$ cat config.mk
export PLATFORM = sky130hd
export DESIGN_NAME = cheri_lsu_bgarb_flat
export DESIGN_NICKNAME = d
export VERILOG_FILES = /design/src/rtl/cheri_lsu_bgarb_pkg.sv /design/src/rtl/cheri_lsu_bgarb_if.sv /design/src/rtl/cheri_bgarb_rsp_fifo.sv /design/src/rtl/cheri_lsu_bgarb.sv /design/src/flat_wrapper.sv
export SDC_FILE = /design/constraint.sdc
export NUM_CORES = 1
export LEC_CHECK = 0
export BUFFER_PORTS_ARGS = -buffer_cell sky130_fd_sc_hd__buf_4
export CAP_MARGIN = 20
export CORE_AREA = 3 3 81 83
export DETAILED_ROUTE_END_ITERATION = 8
export DIE_AREA = 0 0 84 86
export GPL_TIMING_DRIVEN = 1
export HOLD_SLACK_MARGIN = 0.15
export PLACE_DENSITY = 0.66
export SYNTH_ARGS = -nofsm -noshare
export SYNTH_HDL_FRONTEND = slang
export SYNTH_SLANG_ARGS = --single-unit
$ cat constraint.sdc
create_clock -name clk_i -period 2.2 [get_ports clk_i]
set_clock_uncertainty 0.15 [all_clocks]
set_input_delay 0.33 -clock clk_i [delete_from_list [all_inputs] [get_ports clk_i]]
set_output_delay 0.33 -clock clk_i [all_outputs]
set_load 0.005 [all_outputs]
$ cat src/rtl/cheri_lsu_bgarb_pkg.sv
// Shared types and constants for the LSU background-request arbiter.
// The optional aging logic is enabled by CHERI_BGARB_AGING_EN.
package cheri_lsu_bgarb_pkg;

    localparam int BGARB_MAX_MSTR    = 8;
    localparam int BGARB_MODE_STRICT = 0;
    localparam int BGARB_MODE_RR     = 1;
    localparam int BGARB_AGE_W       = 4;

    typedef struct packed {
        logic        is_cap;
        logic        we;
        logic [31:0] addr;
        logic [32:0] wdata;
    } bgarb_req_t;

    typedef enum logic {
        LOCK_IDLE = 1'b0,
        LOCK_HELD = 1'b1
    } bgarb_lock_e;

    function automatic int bgarb_idx_w(input int n);
        return (n > 1) ? $clog2(n) : 1;
    endfunction

endpackage

$ cat src/rtl/cheri_lsu_bgarb_if.sv
// Bus bundle between the background engines, the arbiter and the LSU port.
// Handshake: a request is held while lsu_req_o is high and is accepted in the
// cycle lsu_req_done_i is high; responses return in issue order, one per
// lsu_resp_valid_i pulse.
interface cheri_lsu_bgarb_if
    import cheri_lsu_bgarb_pkg::*;
#(
    parameter int NMSTR = 2
);
    logic [NMSTR-1:0]    mstr_req_i;
    logic [NMSTR-1:0]    mstr_is_cap_i;
    logic [NMSTR-1:0]    mstr_we_i;
    logic [NMSTR*32-1:0] mstr_addr_i;
    logic [NMSTR*33-1:0] mstr_wdata_i;
    logic [NMSTR-1:0]    mstr_req_done_o;
    logic [NMSTR-1:0]    mstr_resp_valid_o;

    logic                lsu_sel_i;
    logic                lsu_req_done_i;
    logic                lsu_resp_valid_i;
    logic                lsu_req_o;
    logic                lsu_is_cap_o;
    logic                lsu_we_o;
    logic [31:0]         lsu_addr_o;
    logic [32:0]         lsu_wdata_o;

    logic                outst_full_o;
    logic                arb_err_o;
    bgarb_lock_e         dbg_lock_state_o;

    modport slave (
        input  mstr_req_i, mstr_is_cap_i, mstr_we_i, mstr_addr_i, mstr_wdata_i,
        input  lsu_sel_i, lsu_req_done_i, lsu_resp_valid_i,
        output mstr_req_done_o, mstr_resp_valid_o,
        output lsu_req_o, lsu_is_cap_o, lsu_we_o, lsu_addr_o, lsu_wdata_o,
        output outst_full_o, arb_err_o, dbg_lock_state_o
    );

    modport master (
        output mstr_req_i, mstr_is_cap_i, mstr_we_i, mstr_addr_i, mstr_wdata_i,
        output lsu_sel_i, lsu_req_done_i, lsu_resp_valid_i,
        input  mstr_req_done_o, mstr_resp_valid_o,
        input  lsu_req_o, lsu_is_cap_o, lsu_we_o, lsu_addr_o, lsu_wdata_o,
        input  outst_full_o, arb_err_o, dbg_lock_state_o
    );

endinterface

$ cat src/rtl/cheri_bgarb_rsp_fifo.sv
// Response-routing FIFO: remembers which master issued each outstanding
// request. Push and pop in the same cycle is allowed even when full.
module cheri_bgarb_rsp_fifo #(
    parameter int Width = 1,
    parameter int Depth = 2
) (
    input  logic             clk_i,
    input  logic             rst_ni,
    input  logic             push_i,
    input  logic [Width-1:0] data_i,
    input  logic             pop_i,
    output logic [Width-1:0] data_o,
    output logic             full_o,
    output logic             empty_o
);

    localparam int PW = (Depth > 1) ? $clog2(Depth) : 1;
    localparam int CW = $clog2(Depth + 1);

    logic [Width-1:0] mem_q [Depth];
    logic [PW-1:0]    wr_ptr_q, wr_ptr_d;
    logic [PW-1:0]    rd_ptr_q, rd_ptr_d;
    logic [CW-1:0]    cnt_q, cnt_d;
    logic             do_push, do_pop;

    function automatic logic [PW-1:0] next_ptr(input logic [PW-1:0] p);
        return (p == PW'(Depth - 1)) ? '0 : p + PW'(1);
    endfunction

    assign empty_o = (cnt_q == '0);
    assign full_o  = (cnt_q == CW'(Depth));
    assign do_pop  = pop_i & ~empty_o;
    assign do_push = push_i & (~full_o | do_pop);
    assign data_o  = mem_q[rd_ptr_q];

    always_comb begin
        wr_ptr_d = wr_ptr_q;
        rd_ptr_d = rd_ptr_q;
        cnt_d    = cnt_q;
        if (do_push) wr_ptr_d = next_ptr(wr_ptr_q);
        if (do_pop)  rd_ptr_d = next_ptr(rd_ptr_q);
        case ({do_push, do_pop})
            2'b10:   cnt_d = cnt_q + CW'(1);
            2'b01:   cnt_d = cnt_q - CW'(1);
            default: cnt_d = cnt_q;
        endcase
    end

    always_ff @(posedge clk_i or negedge rst_ni) begin
        if (!rst_ni) begin
            wr_ptr_q <= '0;
            rd_ptr_q <= '0;
            cnt_q    <= '0;
            for (int i = 0; i < Depth; i++) mem_q[i] <= '0;
        end else begin
            wr_ptr_q <= wr_ptr_d;
            rd_ptr_q <= rd_ptr_d;
            cnt_q    <= cnt_d;
            if (do_push) mem_q[wr_ptr_q] <= data_i;
        end
    end

endmodule

$ cat src/rtl/cheri_lsu_bgarb.sv
// N-master arbiter for the LSU background-request port with lock-until-accept
// and in-order response routing. Define CHERI_BGARB_AGING_EN for starvation aging.
module cheri_lsu_bgarb
    import cheri_lsu_bgarb_pkg::*;
#(
    parameter int NMSTR          = 2,
    parameter int ArbMode        = 0,
    parameter int MaxOutstanding = 2,
    parameter int StarveLimit    = 15
) (
    input logic                clk_i,
    input logic                rst_ni,
    cheri_lsu_bgarb_if.slave   bus
);

    localparam int IW = bgarb_idx_w(NMSTR);

    if (NMSTR < 2 || NMSTR > BGARB_MAX_MSTR || MaxOutstanding < 1 || MaxOutstanding > 4 ||
        StarveLimit < 1 || StarveLimit > 15) begin : g_bad_cfg
        $error("cheri_lsu_bgarb: parameter out of range");
    end

    bgarb_req_t       reqs [NMSTR];
    bgarb_req_t       sel_req;
    bgarb_lock_e      lock_state_q, lock_state_d;
    logic [IW-1:0]    lock_idx_q, lock_idx_d;
    logic [IW-1:0]    rr_ptr_q, rr_ptr_d;
    logic             arb_err_q, arb_err_d;
    logic [IW-1:0]    win_idx, eff_idx, head_idx;
    logic             locked, lsu_req, grant;
    logic             fifo_full, fifo_empty;
    logic [NMSTR-1:0] grant_oh;

    function automatic logic [NMSTR-1:0] onehot(input logic [IW-1:0] idx);
        logic [NMSTR-1:0] oh;
        oh      = '0;
        oh[idx] = 1'b1;
        return oh;
    endfunction

    function automatic logic [IW-1:0] pick_low(input logic [NMSTR-1:0] v);
        logic [IW-1:0] r;
        r = '0;
        for (int i = NMSTR - 1; i >= 0; i--) begin
            if (v[i]) r = IW'(i);
        end
        return r;
    endfunction

    // Scan from the pointer upwards, wrapping once around the ring.
    function automatic logic [IW-1:0] pick_rr(input logic [NMSTR-1:0] v,
                                              input logic [IW-1:0]    ptr);
        logic [IW-1:0] r;
        logic          f;
        int            j;
        r = '0;
        f = 1'b0;
        for (int k = 0; k < NMSTR; k++) begin
            j = int'(ptr) + k;
            if (j >= NMSTR) j = j - NMSTR;
            if (!f && v[IW'(j)]) begin
                f = 1'b1;
                r = IW'(j);
            end
        end
        return r;
    endfunction

    always_comb begin
        for (int i = 0; i < NMSTR; i++) begin
            reqs[i].is_cap = bus.mstr_is_cap_i[i];
            reqs[i].we     = bus.mstr_we_i[i];
            reqs[i].addr   = bus.mstr_addr_i[32*i +: 32];
            reqs[i].wdata  = bus.mstr_wdata_i[33*i +: 33];
        end
    end

`ifdef CHERI_BGARB_AGING_EN
    logic [BGARB_AGE_W-1:0] age_q [NMSTR];
    logic [BGARB_AGE_W-1:0] age_d [NMSTR];
    logic [NMSTR-1:0]       aged;

    always_comb begin
        for (int i = 0; i < NMSTR; i++) begin
            aged[i]  = bus.mstr_req_i[i] & (age_q[i] >= BGARB_AGE_W'(StarveLimit));
            age_d[i] = age_q[i];
            if (grant_oh[i]) begin
                age_d[i] = '0;
            end else if (bus.mstr_req_i[i] && age_q[i] != '1) begin
                age_d[i] = age_q[i] + BGARB_AGE_W'(1);
            end
        end
    end

    always_ff @(posedge clk_i or negedge rst_ni) begin
        if (!rst_ni) begin
            for (int i = 0; i < NMSTR; i++) age_q[i] <= '0;
        end else begin
            for (int i = 0; i < NMSTR; i++) age_q[i] <= age_d[i];
        end
    end
`endif

    always_comb begin
        win_idx = '0;
        if (ArbMode == BGARB_MODE_RR) win_idx = pick_rr(bus.mstr_req_i, rr_ptr_q);
        else                          win_idx = pick_low(bus.mstr_req_i);
`ifdef CHERI_BGARB_AGING_EN
        if (|aged) win_idx = pick_low(aged);
`endif
    end

    // A lock taken while the FIFO had room keeps the request presented even
    // if the FIFO has since filled or the master has dropped its request.
    assign locked   = (lock_state_q == LOCK_HELD);
    assign eff_idx  = locked ? lock_idx_q : win_idx;
    assign lsu_req  = locked | (|bus.mstr_req_i & ~fifo_full);
    assign grant    = bus.lsu_req_done_i & lsu_req;
    assign grant_oh = grant ? onehot(eff_idx) : '0;
    assign sel_req  = reqs[eff_idx];

    always_comb begin
        lock_state_d = lock_state_q;
        lock_idx_d   = lock_idx_q;
        case (lock_state_q)
            LOCK_IDLE: begin
                if (lsu_req && !bus.lsu_req_done_i && bus.lsu_sel_i) begin
                    lock_state_d = LOCK_HELD;
                    lock_idx_d   = win_idx;
                end
            end
            LOCK_HELD: begin
                if (bus.lsu_req_done_i) lock_state_d = LOCK_IDLE;
            end
            default: lock_state_d = LOCK_IDLE;
        endcase
    end

    always_comb begin
        rr_ptr_d  = rr_ptr_q;
        arb_err_d = arb_err_q | (bus.lsu_resp_valid_i & fifo_empty);
        if (grant) rr_ptr_d = (eff_idx == IW'(NMSTR - 1)) ? '0 : eff_idx + IW'(1);
    end

    always_ff @(posedge clk_i or negedge rst_ni) begin
        if (!rst_ni) begin
            lock_state_q <= LOCK_IDLE;
            lock_idx_q   <= '0;
            rr_ptr_q     <= '0;
            arb_err_q    <= 1'b0;
        end else begin
            lock_state_q <= lock_state_d;
            lock_idx_q   <= lock_idx_d;
            rr_ptr_q     <= rr_ptr_d;
            arb_err_q    <= arb_err_d;
        end
    end

    cheri_bgarb_rsp_fifo #(
        .Width (IW),
        .Depth (MaxOutstanding)
    ) u_rsp_fifo (
        .clk_i   (clk_i),
        .rst_ni  (rst_ni),
        .push_i  (grant),
        .data_i  (eff_idx),
        .pop_i   (bus.lsu_resp_valid_i),
        .data_o  (head_idx),
        .full_o  (fifo_full),
        .empty_o (fifo_empty)
    );

    assign bus.mstr_req_done_o   = grant_oh;
    assign bus.mstr_resp_valid_o = (bus.lsu_resp_valid_i && !fifo_empty) ? onehot(head_idx) : '0;
    assign bus.lsu_req_o         = lsu_req;
    assign bus.lsu_is_cap_o      = sel_req.is_cap;
    assign bus.lsu_we_o          = sel_req.we;
    assign bus.lsu_addr_o        = sel_req.addr;
    assign bus.lsu_wdata_o       = sel_req.wdata;
    assign bus.outst_full_o      = fifo_full;
    assign bus.arb_err_o         = arb_err_q;
    assign bus.dbg_lock_state_o  = lock_state_q;

endmodule

$ cat src/flat_wrapper.sv
// flat-port wrapper written by rule: the top's interface ports become plain ports
module cheri_lsu_bgarb_flat import cheri_lsu_bgarb_pkg::*;
#(
    parameter int NMSTR          = 2,
    parameter int ArbMode        = 0,
    parameter int MaxOutstanding = 2,
    parameter int StarveLimit    = 15
)
  (clk_i, rst_ni, bus_mstr_req_i, bus_mstr_is_cap_i, bus_mstr_we_i, bus_mstr_addr_i, bus_mstr_wdata_i, bus_lsu_sel_i, bus_lsu_req_done_i, bus_lsu_resp_valid_i, bus_mstr_req_done_o, bus_mstr_resp_valid_o, bus_lsu_req_o, bus_lsu_is_cap_o, bus_lsu_we_o, bus_lsu_addr_o, bus_lsu_wdata_o, bus_outst_full_o, bus_arb_err_o, bus_dbg_lock_state_o);
  cheri_lsu_bgarb_if #(.NMSTR(NMSTR)) bus_i ();
  input logic clk_i;
  input logic rst_ni;
  input wire logic [$bits(bus_i.mstr_req_i)-1:0] bus_mstr_req_i;
  input wire logic [$bits(bus_i.mstr_is_cap_i)-1:0] bus_mstr_is_cap_i;
  input wire logic [$bits(bus_i.mstr_we_i)-1:0] bus_mstr_we_i;
  input wire logic [$bits(bus_i.mstr_addr_i)-1:0] bus_mstr_addr_i;
  input wire logic [$bits(bus_i.mstr_wdata_i)-1:0] bus_mstr_wdata_i;
  input wire logic [$bits(bus_i.lsu_sel_i)-1:0] bus_lsu_sel_i;
  input wire logic [$bits(bus_i.lsu_req_done_i)-1:0] bus_lsu_req_done_i;
  input wire logic [$bits(bus_i.lsu_resp_valid_i)-1:0] bus_lsu_resp_valid_i;
  output wire logic [$bits(bus_i.mstr_req_done_o)-1:0] bus_mstr_req_done_o;
  output wire logic [$bits(bus_i.mstr_resp_valid_o)-1:0] bus_mstr_resp_valid_o;
  output wire logic [$bits(bus_i.lsu_req_o)-1:0] bus_lsu_req_o;
  output wire logic [$bits(bus_i.lsu_is_cap_o)-1:0] bus_lsu_is_cap_o;
  output wire logic [$bits(bus_i.lsu_we_o)-1:0] bus_lsu_we_o;
  output wire logic [$bits(bus_i.lsu_addr_o)-1:0] bus_lsu_addr_o;
  output wire logic [$bits(bus_i.lsu_wdata_o)-1:0] bus_lsu_wdata_o;
  output wire logic [$bits(bus_i.outst_full_o)-1:0] bus_outst_full_o;
  output wire logic [$bits(bus_i.arb_err_o)-1:0] bus_arb_err_o;
  output wire logic [$bits(bus_i.dbg_lock_state_o)-1:0] bus_dbg_lock_state_o;
  assign bus_i.mstr_req_i = bus_mstr_req_i;
  assign bus_i.mstr_is_cap_i = bus_mstr_is_cap_i;
  assign bus_i.mstr_we_i = bus_mstr_we_i;
  assign bus_i.mstr_addr_i = bus_mstr_addr_i;
  assign bus_i.mstr_wdata_i = bus_mstr_wdata_i;
  assign bus_i.lsu_sel_i = bus_lsu_sel_i;
  assign bus_i.lsu_req_done_i = bus_lsu_req_done_i;
  assign bus_i.lsu_resp_valid_i = bus_lsu_resp_valid_i;
  assign bus_mstr_req_done_o = bus_i.mstr_req_done_o;
  assign bus_mstr_resp_valid_o = bus_i.mstr_resp_valid_o;
  assign bus_lsu_req_o = bus_i.lsu_req_o;
  assign bus_lsu_is_cap_o = bus_i.lsu_is_cap_o;
  assign bus_lsu_we_o = bus_i.lsu_we_o;
  assign bus_lsu_addr_o = bus_i.lsu_addr_o;
  assign bus_lsu_wdata_o = bus_i.lsu_wdata_o;
  assign bus_outst_full_o = bus_i.outst_full_o;
  assign bus_arb_err_o = bus_i.arb_err_o;
  assign bus_dbg_lock_state_o = bus_i.dbg_lock_state_o;
  cheri_lsu_bgarb #(.NMSTR(NMSTR), .ArbMode(ArbMode), .MaxOutstanding(MaxOutstanding), .StarveLimit(StarveLimit)) u_core (.clk_i(clk_i), .rst_ni(rst_ni), .bus(bus_i));
endmodule
==> metrics.md <==
| Metric | Value |
|---|---|
| Status | `complete, no violations` |
| Post-DRT Antenna Nets | `0` |
| Place WS | `0.0971 ns` |
| Post-route setup TNS | `0 ns` |
| Synth async-reset ratio | `100%` |
| Ant. Diodes | `0` |
| Fraction of layout instances using a drive strength above 1 | `85.9%` |
| # fillers | `558` |
| Total CTS buffers | `3` |
| Final hold violation count | `0` |
| Sequential area share after synthesis | `17.2%` |
| RSZ-0062 raised after global routing | `yes` |
| GRT Residual Overflow | `0` |
| All-layer global routing usage | `16.5%` |
| Critical-path cell list | `nor2_2 > a21oi_4 > buf_12 > buf_12 > mux2_2 > buf_4` |
| Starting Density | `22.1%` |
| Routed vias/inst | `4.30` |
| # Max-Cap Violations | `0` |
| Skew-Pair Late Insertion Delay | `0.23 ns` |
| Final Cycle Share | `97.7%` |
| Routed len/inst | `16.3 um` |
| Clk buf depth | `2` |
| Synthesized Nets | `262` |
| Slew Limit Fails | `0` |
| NumNets Final | `483` |
| Die Height | `86 um` |
| Worst hold path depth | `2` |
| Worst reg2reg startpoint | `u_core.u_rsp_fifo.cnt_q[1]$_DFFE_PN0P_` |
| EDFF count, synth | `0` |
| Post-Layout Cell Count | `415` |
| Crit path launch type | `flip-flop` |
| Worst-margin pin slew | `0.331 ns` |
| Fmax | `0.465 GHz` |
| Pwr Density | `538 nW/um^2` |
| Post-Route Utilization | `52.7%` |
| CP Capture Type | `output pin` |
| Worst r2r dst | `u_core.u_rsp_fifo.cnt_q[1]$_DFFE_PN0P_` |
| Hold crit path type | `in -> reg` |
| DR vias | `1783` |
| Ys flop type | `dfrtp_1` |
| Worst EP arrival | `1.67 ns` |
| Num Clock Sinks | `9` |
| Leak pwr | `1.63 nW` |
| Worst-case reg-to-reg path depth | `6` |
| #FFs+latches synth | `9` |
| Final setup viols | `0` |
| Area of the die | `7220 sq um` |
| Crit Path Max Fanout | `23` |
| Largest net degree at the start of global routing | `24` |
| Rows | `28` |
| Final worst-path setup slack | `0.0498 ns` |
| Detailed placement HPWL | `5940 um` |
| Initial antenna violation count | `0` |
| CP max-delay cell | `dfrtp_2` |
| Port Buffer Count | `215` |
| First-pass GRT wire length | `9770 um` |
| Hold slack final | `0.164 ns` |
| Area delta synth->final | `138%` |
| CTS H-tree lvls | `1` |
| Root buffer cell | `clkbuf_8` |
| Setup CP Type | `reg -> out` |
| Placer congestion estimate | `0.746` |
| Yosys cell types | `28` |
| Synthesized instance count | `120` |
| Final WL | `6790 um` |
| Mapped Area | `1310 sq um` |
| Critical Path RT | `1.72 ns` |
| DP Area | `3000 sq um` |
| CP max stage delay | `0.39 ns` |
| I/O pin cnt | `216` |
| Worst VDD drop | `0.651 mV` |
| YS warnings | `0` |
| Avg Inst Size Synth | `10.9 sq um` |
| Drt pass-1 iters | `4` |
| Crit path time final | `2.15 ns` |
| Initial detailed-routing violation count | `28` |
| Clk slew on worst S/H paths | `0.04 ns` |
| R2r setup slk | `0.41 ns` |
| Dpl cells | `407` |
| Fin area | `3120 sq um` |
| Core footprint | `5920 sq um` |
| Hold Startpoint | `bus_lsu_resp_valid_i` |
| Crit-path most repeated cell | `buf_12` |
| Final Power | `1.68 mW` |
| Slew margin rel. | `77.6%` |
| Vias in the first global route | `1915` |
| TritonCTS clock tree | `built` |
| DRC | `0` |
| Worst Hold End | `u_core.bus.arb_err_o$_DFF_PN0_` |
| Die width | `84 um` |
## how the worst max path moves through the flow
| stage | from | endpoint | slack [ns] | depth (start not counted) |
|---|---|---|---|---|
| finish | u_core.bus.dbg_lock_state_o$_DFF_PN0_ | bus_lsu_wdata_o[24] | 0.05 | 6 |
| CTS | u_core.lock_idx_q$_DFFE_PN0P_ | bus_lsu_wdata_o[4] | 0.02 | 5 |
| floorplan | u_core.u_rsp_fifo.cnt_q[1]$_DFFE_PN0P_ | u_core.u_rsp_fifo.cnt_q[1]$_DFFE_PN0P_ | 0.34 | 6 |
| global placement | bus_mstr_req_i[0] | bus_lsu_wdata_o[8] | 0.11 | 7 |
| global route | u_core.bus.dbg_lock_state_o$_DFF_PN0_ | bus_lsu_addr_o[1] | -0.02 | 6 |
| detailed placement | bus_mstr_req_i[1] | bus_lsu_wdata_o[4] | 0.1 | 7 |
## power by group
group / switching [mW] / total (mW) / internal [mW] / leakage (nW)
logic: 0.413 / 1.19 / 0.778 / 1.50
registers: 0.0660 / 0.302 / 0.235 / 0.106
clock network: 0.0597 / 0.185 / 0.126 / 0.0228
total: 0.539 / 1.68 / 1.14 / 1.63
## cell families (layout without fill, tap and decap cells)
family	after synthesis	count (layout)	share of synthesized area, %
buffers and inverters	12	232	7.45
and+or+nand+nor	16	16	6.97
AOI/OAI and AO/OA	7	7	4.20
DFF	9	9	17.2
adders and majority gates	1	1	0.955
xor gates and xnor gates	5	5	3.34
muxes	70	70	59.9
## cells in the final DEF, fill, tap and decap left out, types with 2 or more instances in the layout
cell type	count
clkbuf_8	3
inv_1	4
mux2_2	61
buf_4	219
nor2_1	5
mux2_1	5
dfrtp_1	8
nand2b_1	2
buf_12	3
mux2i_1	3
xnor2_1	4
## routing by layer
layer	up-vias	part of all wire, %	global-route usage [%]
met2	98	55	32.5
met1	795	33	17.3
met3	10	9.5	5.19
met4	0	1.7	3.07
li1	880	-	-
met5	-	0	0
## layout make-up
cell class                      count  area [sq um]  area share [%]
Multi-Input combinational cell     99           991            31.8
Clock buffer                        4          45.0            1.44
Sequential cell                     9           226            7.26
Tap cell                           75          93.8            3.01
Inverter                            4          15.0           0.482
Timing Repair Buffer              224          1750            56.0
## state kept, by name, indices dropped and copies added, names as in the netlist
register	cells
u_core.u_rsp_fifo.wr_ptr_q	1
u_core.u_rsp_fifo.cnt_q	2
u_core.u_rsp_fifo.rd_ptr_q	1
u_core.bus.arb_err_o	1
u_core.bus.dbg_lock_state_o	1
u_core.lock_idx_q	1
u_core.u_rsp_fifo.mem_q	2
## synthesized netlist by cell type, types with 2 or more instances
library cell  count  share of area [%]
mux2_2           62                 53
nand2b_1          2               0.95
mux2_1            5                4.3
nor2_1            5                1.4
xnor2_1           4                2.7
mux2i_1           3                2.3
dfrtp_1           9                 17
buf_6             7                6.0
inv_1             4                1.1
## critical path: cells and delay by family (launching register included)
kind	cells	cell delay, ns
DFF	1	0.39
muxes	1	0.37
AOI/OAI and AO/OA	1	0.17
buffers and inverters	3	0.43
and+or+nand+nor	1	0.06
## what timing repair did
item                                    4_1_cts  5_1_grt
cloned                                        1        0
setup buffers                                 2        0
endpoints found under the setup margin       46       17
endpoints found under the hold margin         9        0
hold buffers                                  1        0
resized for setup                             1        1
Power figures use the tool's default switching activity.
